--- src/rtl/pipeline_step_ctrl.sv ---
// ============================================================================
//  Module   : pipeline_step_ctrl
//  Purpose  : Debug-unit execution controller for the MIPS pipeline. Produces
//             the pipeline-wide clock enable for RUN / STEP / RUN_N commands,
//             merges hazard stall and branch flush requests into the PC and
//             IF/ID controls, and (optionally) drains and halts the pipeline
//             when a HALT word reaches ID.
//  Config   : `define STEP_CTRL_HALT_DETECT_EN to build HALT detection,
//             DRAIN and HALTED. Without it i_instr is ignored, o_halted is 0
//             and RUN continues until ABORT.
//  Ports    : i_clk, i_reset         clock, synchronous active-high reset
//             i_cmd_valid/i_cmd      command strobe / opcode (RUN, STEP,
//             i_cmd_count            RUN_N, ABORT) and RUN_N cycle count
//             o_cmd_ready/o_cmd_err  handshake ready, ignored-command pulse
//             i_instr                instruction currently in ID
//             i_hazard_stall         load-use stall request
//             i_branch_flush         IF/ID flush request
//             o_dunit_clk_en         pipeline clock enable
//             o_pc_write             PC update enable
//             o_if_id_write/flush    IF/ID write enable / flush
//             o_busy, o_halted       status
//             o_cycle_count          saturating count of enabled cycles
//  Revision : 1.0 - initial release
// ============================================================================
`default_nettype none

module pipeline_step_ctrl #(
    parameter int                NB_REG       = 32,
    parameter int                NB_CNT       = 32,
    parameter logic [NB_REG-1:0] HALT_WORD    = {NB_REG{1'b1}},
    parameter int                DRAIN_CYCLES = 3
) (
    input  logic              i_clk,
    input  logic              i_reset,
    input  logic              i_cmd_valid,
    input  logic [1:0]        i_cmd,
    input  logic [NB_CNT-1:0] i_cmd_count,
    output logic              o_cmd_ready,
    output logic              o_cmd_err,
    input  logic [NB_REG-1:0] i_instr,
    input  logic              i_hazard_stall,
    input  logic              i_branch_flush,
    output logic              o_dunit_clk_en,
    output logic              o_pc_write,
    output logic              o_if_id_write,
    output logic              o_if_id_flush,
    output logic              o_busy,
    output logic              o_halted,
    output logic [NB_CNT-1:0] o_cycle_count
);

    localparam logic [1:0] c_CMD_RUN   = 2'b00;
    localparam logic [1:0] c_CMD_STEP  = 2'b01;
    localparam logic [1:0] c_CMD_RUN_N = 2'b10;
    localparam logic [1:0] c_CMD_ABORT = 2'b11;

    typedef enum logic [2:0] {
        ST_IDLE   = 3'd0,
        ST_RUN    = 3'd1,
        ST_STEP   = 3'd2,
        ST_COUNT  = 3'd3,
        ST_DRAIN  = 3'd4,
        ST_HALTED = 3'd5
    } state_e;

    state_e            state_q, state_d;
    // Shared down-counter: RUN_N cycles left in COUNT, drain cycles left in DRAIN.
    logic [NB_CNT-1:0] remain_q, remain_d;
    logic              cmd_err_q, cmd_err_d;
    logic [NB_CNT-1:0] cycle_cnt_q;

    logic w_clk_en;
    logic w_cmd_ready;
    logic w_accept;
    logic w_halt_det;

    assign w_clk_en    = (state_q == ST_RUN)   || (state_q == ST_STEP) ||
                         (state_q == ST_COUNT) || (state_q == ST_DRAIN);
    assign w_cmd_ready = (state_q == ST_IDLE)  || (state_q == ST_RUN) ||
                         (state_q == ST_COUNT) || (state_q == ST_HALTED);
    assign w_accept    = i_cmd_valid & w_cmd_ready;

`ifdef STEP_CTRL_HALT_DETECT_EN
    assign w_halt_det  = w_clk_en && (state_q != ST_DRAIN) && (i_instr == HALT_WORD);
`else
    logic w_unused_instr;
    assign w_unused_instr = (i_instr == HALT_WORD);
    assign w_halt_det     = 1'b0;
`endif

    // ------------------------------------------------------------------
    // Next-state logic
    // ------------------------------------------------------------------
    always_comb begin
        state_d   = state_q;
        remain_d  = remain_q;
        cmd_err_d = 1'b0;

        if (w_halt_det) begin
            // HALT wins over STEP/COUNT completion and any same-cycle command.
            if (DRAIN_CYCLES == 0) begin
                state_d = ST_HALTED;
            end else begin
                state_d = ST_DRAIN;
            end
            remain_d = NB_CNT'(DRAIN_CYCLES);
        end else begin
            case (state_q)
                ST_IDLE: begin
                    if (w_accept) begin
                        case (i_cmd)
                            c_CMD_RUN:  state_d = ST_RUN;
                            c_CMD_STEP: state_d = ST_STEP;
                            c_CMD_RUN_N: begin
                                if (i_cmd_count != '0) begin
                                    state_d  = ST_COUNT;
                                    remain_d = i_cmd_count;
                                end else begin
                                    cmd_err_d = 1'b1;
                                end
                            end
                            default: cmd_err_d = 1'b1;
                        endcase
                    end
                end
                ST_RUN, ST_HALTED: begin
                    if (w_accept) begin
                        if (i_cmd == c_CMD_ABORT) begin
                            state_d = ST_IDLE;
                        end else begin
                            cmd_err_d = 1'b1;
                        end
                    end
                end
                ST_STEP: begin
                    state_d = ST_IDLE;
                end
                ST_COUNT: begin
                    if (remain_q == NB_CNT'(1)) begin
                        state_d = ST_IDLE;
                    end else begin
                        remain_d = remain_q - NB_CNT'(1);
                    end
                    if (w_accept) begin
                        if (i_cmd == c_CMD_ABORT) begin
                            state_d = ST_IDLE;
                        end else begin
                            cmd_err_d = 1'b1;
                        end
                    end
                end
                ST_DRAIN: begin
                    if (remain_q <= NB_CNT'(1)) begin
                        state_d = ST_HALTED;
                    end else begin
                        remain_d = remain_q - NB_CNT'(1);
                    end
                end
                default: begin
                    state_d = ST_IDLE;
                end
            endcase
        end
    end

    // ------------------------------------------------------------------
    // State and counters
    // ------------------------------------------------------------------
    always_ff @(posedge i_clk) begin
        if (i_reset) begin
            state_q     <= ST_IDLE;
            remain_q    <= '0;
            cmd_err_q   <= 1'b0;
            cycle_cnt_q <= '0;
        end else begin
            state_q   <= state_d;
            remain_q  <= remain_d;
            cmd_err_q <= cmd_err_d;
            if (w_clk_en && (cycle_cnt_q != {NB_CNT{1'b1}})) begin
                cycle_cnt_q <= cycle_cnt_q + NB_CNT'(1);
            end
        end
    end

    // ------------------------------------------------------------------
    // Pipeline control outputs
    // ------------------------------------------------------------------
    always_comb begin
        o_pc_write    = 1'b0;
        o_if_id_write = 1'b0;
        o_if_id_flush = 1'b0;
        if (w_clk_en) begin
            if (w_halt_det || (state_q == ST_DRAIN)) begin
                // Freeze fetch and bubble ID while older instructions retire.
                o_if_id_flush = 1'b1;
            end else begin
                o_pc_write    = ~i_hazard_stall;
                o_if_id_write = ~i_hazard_stall;
                o_if_id_flush = i_branch_flush;
            end
        end
    end

    assign o_dunit_clk_en = w_clk_en;
    assign o_busy         = w_clk_en;
    assign o_cmd_ready    = w_cmd_ready;
    assign o_cmd_err      = cmd_err_q;
    assign o_cycle_count  = cycle_cnt_q;

`ifdef STEP_CTRL_HALT_DETECT_EN
    assign o_halted = (state_q == ST_HALTED);
`else
    assign o_halted = 1'b0;
`endif

endmodule

`default_nettype wire
--- config.mk ---
export PLATFORM = sky130hd
export DESIGN_NAME = pipeline_step_ctrl
export DESIGN_NICKNAME = d
export VERILOG_FILES = /design/src/rtl/pipeline_step_ctrl.sv
export SDC_FILE = /design/constraint.sdc
export NUM_CORES = 1
export LEC_CHECK = 0
export ABC_AREA = 1
export CORE_ASPECT_RATIO = 0.8
export CORE_MARGIN = 5
export CORE_UTILIZATION = 47
export CTS_CLUSTER_DIAMETER = 120
export DETAILED_ROUTE_END_ITERATION = 7
export MAX_ROUTING_LAYER = met4
export PLACE_DENSITY = 0.78
export SYNTH_ARGS = -nofsm -noshare
export SYNTH_HDL_FRONTEND = slang
export SYNTH_SLANG_ARGS = --single-unit
--- constraint.sdc ---
create_clock -name i_clk -period 1.75 [get_ports i_clk]
set_input_delay 0.35 -clock i_clk [delete_from_list [all_inputs] [get_ports i_clk]]
set_output_delay 0.35 -clock i_clk [all_outputs]
set_load 0.005 [all_outputs]
# Yosys cells after proc, flatten, opt, wreduce, memory -nomap -nowiden
# Index checks and enable logic that the tools add are counted.
# op_classes
eq_ne,20
magnitude_cmp,1
reduce_logical,16
muxes,26
bitwise_logic,2
addsub,2
# ops
cell,count
$mux W32,5
$pmux W32 S3,1
$add A32 B1 Y32 const B,1
$eq A32 B1 Y1 const B,1
$le A32 B1 Y1 const B,1
$ne A32 B32 Y1 const B,1
$reduce_bool A32 Y1,1
$sub A32 B1 Y32 const B,1
$mux W3,8
$pmux W3 S4,1
$reduce_and A6 Y1,2
$ne A2 B2 Y1 const B,5
$pmux W3 S3,1
$mux W1,8
$eq A3 B2 Y1 const B,2
$eq A3 B3 Y1 const B,2
$logic_or A1 B1 Y1,6
$ne A2 B1 Y1 const B,3
$eq A2 B2 Y1 const B,2
$ne A4 B1 Y1 const B,1
$pmux W1 S2,2
$reduce_or A2 Y1,2
$eq A3 B1 Y1 const B,1
$logic_not A3 Y1,1
8 further kinds,8
# totals
in_bits,71
register_bits,68
out_inout_bits,40
elab_cells,71

# Longest topological paths before layout
# Gate-level depths: netlist of run 1.
# depth
word_depth,7
mapped_depth,13
mapped_depth_nobuf,12

# Least setup slack after synthesis of run 1
# Ideal clock, no wire load.
# synth_timing
kind,register -> register
startpoint,register cycle_cnt_q[0] (netlist: o_cycle_count[0])
endpoint,register cycle_cnt_q[19] (netlist: o_cycle_count[19])
n_path_buf,1
setup_slack_ns,0.063
stages_incl_launch_ff,12
setup_ns,0.132
period_less_slack_ns,1.687
required_time_ns,1.618
arrival_time_ns,1.554
path_cell_list,dfxtp_1 -> ha_1 -> inv_1 -> nor2_1 -> nand2_2 -> nor2_2 -> nand2_1 -> nand2_4 -> inv_4 -> buf_4 -> nand2_1 -> a21oi_1
# synth_via
elab_chain_cells,2
elab_cells_between_ends,3
classes_between,1 x add/sub; 1 x eq/ne; 1 x reduce/logical
# synth_rtl
item,line_no,text
from (decl),70,logic [NB_CNT-1:0] cycle_cnt_q;
from (signal assigned),180,cycle_cnt_q <= cycle_cnt_q + NB_CNT'(1);
"parallel branches: the longest is 2 deep, another holds $add A32 B1 Y32",-,
# Parallel ways; which one is timed is not known.
# A chain may end at the register's enable or synchronous reset.

# Worst setup path in the final report of run 1
# layout_timing
startpoint,register remain_q[6]
endpoint,register remain_q[26]
# layout_via
elab_chain_cells,3
elab_cells_between_ends,9
classes_between,1 x add/sub; 1 x order compare; 3 x eq/ne; 3 x mux; 1 x reduce/logical
# layout_rtl
item,line_no,text
from (decl),68,"logic [NB_CNT-1:0] remain_q, remain_d;"
from (signal assigned),177,remain_q <= remain_d;
"$sub A32 B1 Y32, or another cell as far along","142, 156",
"$mux W32, or another cell as far along",153,if (remain_q <= NB_CNT'(1)) begin
$pmux W32 S3 or $reduce_and A6 Y1 (tied branches),-,
# Several ways; a longest one is shown, not always the timed one. The select of a mux whose other input is x is not followed.

==> results of run 1 <==
==> through the flow <==
stage / setup TNS [ns] / utilization (%)
floorplan: 0 / -
global placement: -12.60 / 62.3
detailed placement: -13.54 / 62.3
CTS: -0.0228 / 65.2
global route: -4.54 / 71.0
finish: -1.22 / 71.0
==> sequential cells by signal (all words and copies together), names as in the netlist <==
register / count
remain_q: 32
state_q: 3
o_cycle_count: 32
o_cmd_err: 1
==> kinds of logic (layout without fill, tap and decap cells) <==
family          after synthesis  count (layout)  share of synthesized area [%]
other cells                   1               1                         0.0733
xor+xnor                     26              26                           4.45
simple gates                614             614                           49.8
buf+inv                     109             301                           10.0
flops                        68              68                           26.6
fa+ha+maj                     7               7                           1.71
compound gates               70              70                           7.29
==> worst paths after layout <==
| kind | from | endpoint | slack [ns] | cells after the start |
|---|---|---|---|---|
| min | i_cmd_count[29] | remain_q[29] | 0.39 | 5 |
| max reg2reg | remain_q[6] | remain_q[26] | -0.1 | 11 |
| max | remain_q[6] | remain_q[26] | -0.1 | 11 |
| min reg2reg | o_cycle_count[12] | o_cycle_count[12] | 0.51 | 2 |
==> worst max-delay path, stage by stage (launching register included) <==
cell and delay (ns):
dfxtp_1 0.36, nor2_2 0.16, nand2_2 0.13, nor2_4 0.12, nand3_1 0.14, nor2_2 0.15
nand2_2 0.09, nand3_4 0.21, clkbuf_16 0.20, nand2_1 0.06, nand2_1 0.06, nor2_1 0.04
==> placed cells by master, fill, tap and decap left out, types with 4 or more instances in the layout <==
master	count
clkdlybuf4s50_1	49
xor2_1	17
nand2_2	22
and3_1	4
dlymetal6s2s_1	22
nor2_1	160
dfxtp_1	47
ha_1	4
buf_6	6
nor2_2	33
nor3_2	5
nand2_1	285
o21ai_1	7
a21oi_1	31
nor2_4	18
o21ai_0	22
nor3_1	12
xnor2_1	8
clkinv_2	4
clkbuf_16	13
nand2_4	5
inv_2	12
inv_1	65
buf_4	112
nand4_1	9
buf_12	5
nand3_1	49
dfxtp_2	18
==> final cells by class <==
class	count	area share [%]
Clock buffer	9	2.95
Multi-Input combinational cell	718	46.7
Inverter	81	4.08
Tap cell	144	2.36
Clock inverter	7	0.573
Sequential cell	68	18.3
Timing Repair Buffer	204	25.1
==> metal layers <==
layer  vias to the layer above  routed length (um)  global-route usage [%]
met3                        53                1790                    6.26
li1                       3167                   -                       -
met5                         -                   0                       -
met4                         0                 437                    6.10
met2                       335                7870                    36.6
met1                      2876                7620                    34.4
==> power breakdown <==
group,switching (mW),internal (mW),total (mW)
clock network,0.757,0.951,1.71
registers,0.341,1.88,2.22
logic,3.29,2.28,5.57
total,4.39,5.11,9.50
==> timing repair <==
action,CTS,global route
gates resized for setup,21,146
endpoints found under the setup margin,61,75
gates cloned,0,6
pin swaps,1,49
setup buffers,0,15
==> run metrics, run 1 <==
CTS Buffer Depth 2; violated checks setup timing; CTS tree built; Post-Synthesis Cells 895; largest net degree at the start of global routing 40; post-synth top area share about a quarter; drt drc 0; critical path startpoint category flip-flop; post-DP HPWL around 12000 um; Root Buffer clkbuf_16; Routed wire per std cell approximately 14 um; most frequent cell after synthesis nand2_1; ANT cells 0; Initial Util 47.5%; Detailed Routing Iterations Pass 1 5; Total GRT Usage between 20% and 30%; Die H between 100 and 150 um; fillers 870; # hold bufs at CTS 0; vias 6431; share of cells above drive strength 1 25.6%; status finished, violations left; first-pass GRT wire length ~26000 um; register area around 1400 um2; Routed Antenna Nets 0; asr flop ratio synth 0%; final net count 1160; Leak approximately 3.6 nW; Slew Limit Fails 0; final hold violations 0; pre-CTS WS -0.393 ns; RSZ-0062 raised after global routing true; synth cell count leaders 305 x nand2_1, 197 x nor2_1, 71 x inv_1; register area share after synthesis 26.6%; WL final ~18000 um; Worst Setup End Kind flip-flop; Syn Area/Cell about 5.7 um2; number of port buffers slightly below 80; #FFs+latches synth between 60 and 70; clk_skew 0.00727 ns; Peak VDD IR about 0.00067 V; gr ovfl total 0; DP Area around 6700 um2; Layout area overhead 49.3%; Die ar. ~13000 um2; Final Instance Area 7640 um2; PD cells approximately 1200 nW/um2; final std cells w/o fill ~1200; top post-synthesis cells by area dfxtp_1 27%, nand2_1 22%, nor2_1 14%; leading area contributor after synthesis dfxtp_1; Max FO, Critical Path 8; syn nets between 900 and 1000; total core area 10800 um2; critical path class reg2reg; Max Clk Rate 542 MHz; slack of the critical path -0.0955 ns; Max-cap violations 0; # setup viols final 23; initial antenna violation count 0; number of synthesized flops with an enable pin 0; DR iter-0 viols 670; clock period minus worst slack 1.85 ns; critical path required time 1.99 ns; vias in the first global route roughly 5500; Ports between 100 and 150; Post-Place Cells about 1200; CP arrival roughly 2.1 ns; fin crit share 105%; cell area after synthesis 5120 um2; Fin Hold WS 0.392 ns; count of cell types in the netlist 38; CTS sink cnt 68; CTS H-tree depth 3; clk_lat worst skew between 0.3 and 0.4 ns; Final Wtd Congestion between 0.9 and 1; Vias/cell 5.22; worst hold path type in2reg; Power Total 9.50 mW; area of the multi-input gates 3570 um2; Synthesis Warnings 0; CTS Buf Count 9; main flop type after synthesis dfxtp_1; Cell Rows 34; Clock Pin Slew Worst Setup and Hold Paths around 0.060 ns; die width roughly 130 um
Note: power is estimated with default switching activity, not from simulation.
==> run 2, diff against run 1 <==
CORE_MARGIN = 3   (was 5)
SKIP_CTS_REPAIR_TIMING = 1   (was unset)
==> run 2 against run 1 <==
  * The flow still finishes with violations (setup timing)
  * Sequential share of layout area is 0.74 points lower
  * First-iteration DRC count is 28% higher
  * Flip-flop and latch count is the same
  * Critical path depth stayed put
  * Sequential power increased by 3%
  * Cell count shrank 0.73%
  * Critical endpoint is now remain_q[20]
  * Highest routed layer unchanged
==> run metrics, run 2 (synthesized netlist as in run 1, its figures left out) <==
Peak VDD IR 0.000815 V (+21%); vias 6814 (+6.0%); Hold Crit Start i_cmd_count[18]; clock period minus worst slack 1.88 ns (+0.0359 ns); Worst path max stage delay 0.37 ns (about the same); commonest non-fill, non-tap cell in the layout nand2_1; gr ovfl total 0 (unchanged); PD cells 1320 nW/um2 (+6.0%); vias in the first global route 5539 (+0.78%); final setup TNS -2.24 ns (-1.03 ns); CTS Buf Count 9 (unchanged); final net count 1155 (-0.43%); Fin Hold WS 0.409 ns (+0.0170 ns); Die H 99.3 um (-3.9%); ANT cells 0 (unchanged); worst hold path type in2reg; Final Wtd Congestion 0.964 (-0.64%); critical path startpoint category flip-flop; Layout area overhead 56.4%; area of the multi-input gates 3780 um2 (+5.7%); CTS Buffer Depth 2 (unchanged); worst path bufs/invs 1 (unchanged); first-pass GRT wire length 26400 um (+2.1%); Vias/cell 5.58 (+6.7%); critical path class reg2reg; critical path required time 2.00 ns (about the same); fillers 716 (-18%); Slew Limit Fails 0 (unchanged); Cell Chain, Critical Path nor2_4 > nand2_2 > nor2_4 > nand3_2 > nand2_2 > nand3_4 > nand3_4 > buf_6 > nand2_1 > nand2_1 > nor2_1; Routed Antenna Nets 0 (unchanged); fin util 76.6% (+5.6 points); Routed wire per std cell 16.9 um (+17%); final hold violations 0 (unchanged); register area 1400 um2 (+0.45%); Detailed Routing Iterations Pass 1 6 (+1); violated checks setup timing; most frequent cells in the layout 257 x nand2_1, 153 x nor2_1, 95 x buf_4, 64 x inv_1, 54 x clkdlybuf4s50_1; pre-CTS WS -0.448 ns (-0.0550 ns); Max Clk Rate 532 MHz (-1.9%); initial antenna violation count 0 (unchanged); Critical Path Slowest Stage Cell dfxtp_4; CP arrival 2.13 ns (+0.04 ns); die width 123 um (-3.2%); Hold Path Stages 5 (unchanged); Root Buffer clkbuf_16; Max FO, Critical Path 8 (unchanged); Power Total 10.5 mW (+11%); number of port buffers 77 (unchanged); Leak 3.71 nW (+1.7%); RSZ-0062 raised after global routing true; fin crit share 108% (+2.1 points); drt drc 0 (unchanged); total core area 10400 um2 (-2.9%); DR iter-0 viols 856 (+28%); CTS sink cnt 68 (unchanged); R2R Setup Slk -0.13 ns (-0.04 ns); Clock Pin Slew Worst Setup and Hold Paths 0.06 ns (about the same); status finished, violations left; slack of the critical path -0.131 ns (-0.0359 ns); Cell Rows 33 (-2.9%); clk_skew 0.00648 ns (-0.000793 ns); Reg-to-Reg End remain_q[20]; Die ar. 12200 um2 (-6.9%); CTS H-tree depth 3 (unchanged); post-DP HPWL 12000 um (+1.0%); Worst Setup End Kind flip-flop; Worst R2R Path Depth 11 (unchanged); CTS tree built; # setup viols final 38 (+65%); Total GRT Usage 27.7% (+2.8 points); Initial Util 49.0% (+1.4 points); Max-cap violations 0 (unchanged); Crit path max-delay family simple AND/OR/NAND/NOR gates; share of cells above drive strength 1 29.0% (+3.4 points); hold endpoint remain_q[18]; clk_lat worst skew 0.35 ns (about the same); WL final 20600 um (+17%); largest net degree at the start of global routing 37 (-7.5%); Critical R2R Launch remain_q[11]; Ports 111 (unchanged)
run 2: cell types whose count changed in the layout (fill, tap and decap cells not counted), moves of 4 or more:
| cell | previous run | this run |
|---|---|---|
| nand2_2 | 22 | 40 |
| nor2_2 | 33 | 39 |
| clkbuf_16 | 13 | 17 |
| buf_4 | 112 | 95 |
| o21ai_0 | 22 | 18 |
| clkdlybuf4s50_1 | 49 | 54 |
| nand2_4 | 5 | 13 |
| nor2_1 | 160 | 153 |
| o21ai_1 | 7 | 11 |
| nand2_1 | 285 | 257 |
run 2: final cells by class:
cell class	count	share of cell area, %
sequential	68	17.5
timing repair buffer	196	24.6
clock inverter	6	1.09
timing repair inverter	2	0.250
tap	140	2.19
clock buffer	10	2.99
multi-input combinational	719	47.2
inverter	81	4.21
run 2: where the power goes:
group | leakage (nW) | total (mW) | switching [mW] | internal (mW)
Combinational | 2.99 | 6.23 | 3.76 | 2.48
Sequential | 0.566 | 2.28 | 0.387 | 1.89
Clock | 0.151 | 2.03 | 0.748 | 1.28
run 2: worst max path at each step:
stage	to	slack, ns	cells after the start	from
after floorplan	o_cycle_count[19]	0.06	11	o_cycle_count[0]
after global placement	remain_q[3]	-0.37	12	i_cmd_count[26]
after detailed placement	remain_q[1]	-0.45	12	i_cmd_count[26]
after CTS	o_if_id_flush	-0.33	6	state_q[0]
after global routing	remain_q[20]	-0.18	11	remain_q[8]
final	remain_q[20]	-0.13	11	remain_q[11]
run 2: metrics by stage:
step           area [um2]  instances
2_1_floorplan        5120        895
3_3_place_gp         6600       1175
3_5_place_dp         6600       1175
4_1_cts              6930       1191
5_1_grt              8000       1222
6_report             8000       1222
run 2: worst register-to-register path: stages, from the launching register on:
cell and delay (ns):
dfxtp_4 0.37, nor2_4 0.16, nand2_2 0.11, nor2_4 0.17, nand3_2 0.11, nand2_2 0.10, nand3_4 0.13, nand3_4 0.26
buf_6 0.18, nand2_1 0.08, nand2_1 0.08, nor2_1 0.05
run 2: routing by layer:
layer / global-route usage, % / up-vias / share of wire, % / routed length, um
li1: - / 3151 / - / -
met1: 40.4 / 3057 / 39 / 8110
met2: 39.1 / 492 / 44 / 9180
met3: 6.08 / 114 / 12 / 2530
met4: 6.02 / 0 / 4.0 / 830
met5: - / - / 0 / 0
==> RTL edit: new RTL, config.mk and constraints of run 2 <==
Re-encode `state_e` (6 states) as one-hot, 6 bits wide.
--- a/src/rtl/pipeline_step_ctrl.sv
+++ b/src/rtl/pipeline_step_ctrl.sv
@@ -56,9 +56,9 @@
 
-    typedef enum logic [2:0] {
-        ST_IDLE   = 3'd0,
-        ST_RUN    = 3'd1,
-        ST_STEP   = 3'd2,
-        ST_COUNT  = 3'd3,
-        ST_DRAIN  = 3'd4,
-        ST_HALTED = 3'd5
+    typedef enum logic [5:0] {
+        ST_IDLE   = 6'b000001,
+        ST_RUN    = 6'b000010,
+        ST_STEP   = 6'b000100,
+        ST_COUNT  = 6'b001000,
+        ST_DRAIN  = 6'b010000,
+        ST_HALTED = 6'b100000
     } state_e;
Behaviour: no difference found for any inputs over 4 cycles, from zero or initial values and one cycle with i_reset high; so few cycles prove little.
==> RTL edit against run 2 <==
- the flow still finishes with violations (setup timing)
- cell area increased by 5.2%
- wire length increased by 0.43%
- critical path depth decreased by 2
- setup slack got worse by 0.086 ns
- global-route usage decreased by 0.41 points
- critical path type unchanged
- maximum frequency decreased by 4.4%
- synthesized area increased by 3.8%
- clock skew about the same
- total power increased by 25%
- largest power group unchanged
- critical endpoint is now o_cycle_count[17]
- count of clock-buffer cells in the layout increased by 1
- sequential cell count increased by 3
==> RTL edit: results (changes against run 2) <==
Placed design
  – Inst Count DP: 1224 (+4.2%)
  – Worst slack at placement: -0.435 ns (+0.0124 ns)
  – Placer congestion estimate: 0.953 (-1.2%)

Routing
  – Starting DRT DRC Count: 902 (+5.4%)
  – Drt first pass iters: 5 (-1)
  – Post-Route WL: 20700 um (+0.43%)
  – Routed vias/inst: 5.45 (-2.3%)

Pwr
  – VDD IR max: 0.943 mV (+16%)
  – Seq pwr share: 17.4% (-4.2 points)
  – Leakage: 4.02 nW (+8.6%)
  – Psw: 6.22 mW (+27%)

Worst setup path
  – CP max FO: 9 (+1)

Logic synthesis
  – Mapped Nets: 981 (+0.82%)
  – Largest cells by area after synthesis: dfxtp_1 27%, nand2_1 20%, nor2_1 11%
  – Top post-synthesis cells by count: 284 x nand2_1, 153 x nor2_1, 91 x inv_1
  – Seq/Total Area, Yosys: 26.8% (+0.17 points)
  – Post-synthesis cell type count: 37 (-2.6%)

Status
  – Failing checks: setup timing
  – Status: complete, but fails checks

STA
  – Final clock skew: 0.00650 ns (+0.0000213 ns)
  – # setup viols final: 75 (+97%)
  – Worst setup margin: -0.217 ns (-0.0857 ns)

Final layout
  – Layout cell share with drive strength beyond 1: 31.0% (+1.9 points)

Global routing
  – Vias in the first global route: 5616 (+1.4%)
  – Pin count of the biggest net entering global routing: 31 (-16%)
  – Total GRT Usage: 27.3% (-0.41 points)
## RTL edit: cell count changes in the layout (fill, tap and decap cells not counted), moves of 15 or more
cell     delta
inv_1      +22
nand3_2    +15
a21oi_2    +33
buf_4      +42
nor2_1     -20
nor2_2     -20
## RTL edit: layer usage
metal | global-route usage, % | vias to the layer above | part of all wire [%]
li1 | - | 3269 | -
met1 | 38.8 | 3130 | 43
met2 | 38.2 | 437 | 43
met3 | 8.42 | 59 | 12
met4 | 5.67 | 0 | 2.1
met5 | - | - | 0
## RTL edit: cell families after synthesis
family / count (synthesis) / share of synthesized area [%]
other: 1 / 0.0706
DFF: 71 / 26.8
adders and majority gates: 8 / 1.89
and+or+nand+nor: 562 / 44.4
AOI/OAI and AO/OA: 103 / 11.2
xor gates and xnor gates: 30 / 4.95
buffers and inverters: 127 / 10.7
## RTL edit: worst max-delay path: cells and delay by family (launching register included)
family / cells / cell delay (ns)
buffers and inverters: 2 / 0.29
AND/OR/NAND/NOR: 6 / 1.02
AO/OA/AOI/OAI: 1 / 0.18
flip-flops: 1 / 0.37
## RTL edit: final cells by class
type                       instances  area (um^2)
multi-input combinational        704         3830
fill                             758         2510
timing repair buffer             234         2240
sequential                        71         1460
inverter                          95          372
clock buffer                      11          243
tap                              144          180
clock inverter                     4         70.1
timing repair inverter             2         22.5
## RTL edit: path summary, 6_finish.rpt
| path | cells past startpoint | to | slack (ns) | start |
|---|---|---|---|---|
| max | 9 | o_cycle_count[17] | -0.22 | o_cycle_count[6] |
| min | 5 | remain_q[2] | 0.43 | i_cmd_count[2] |
| max reg2reg | 9 | o_cycle_count[17] | -0.22 | o_cycle_count[6] |
| min reg2reg | 2 | remain_q[1] | 0.48 | remain_q[1] |
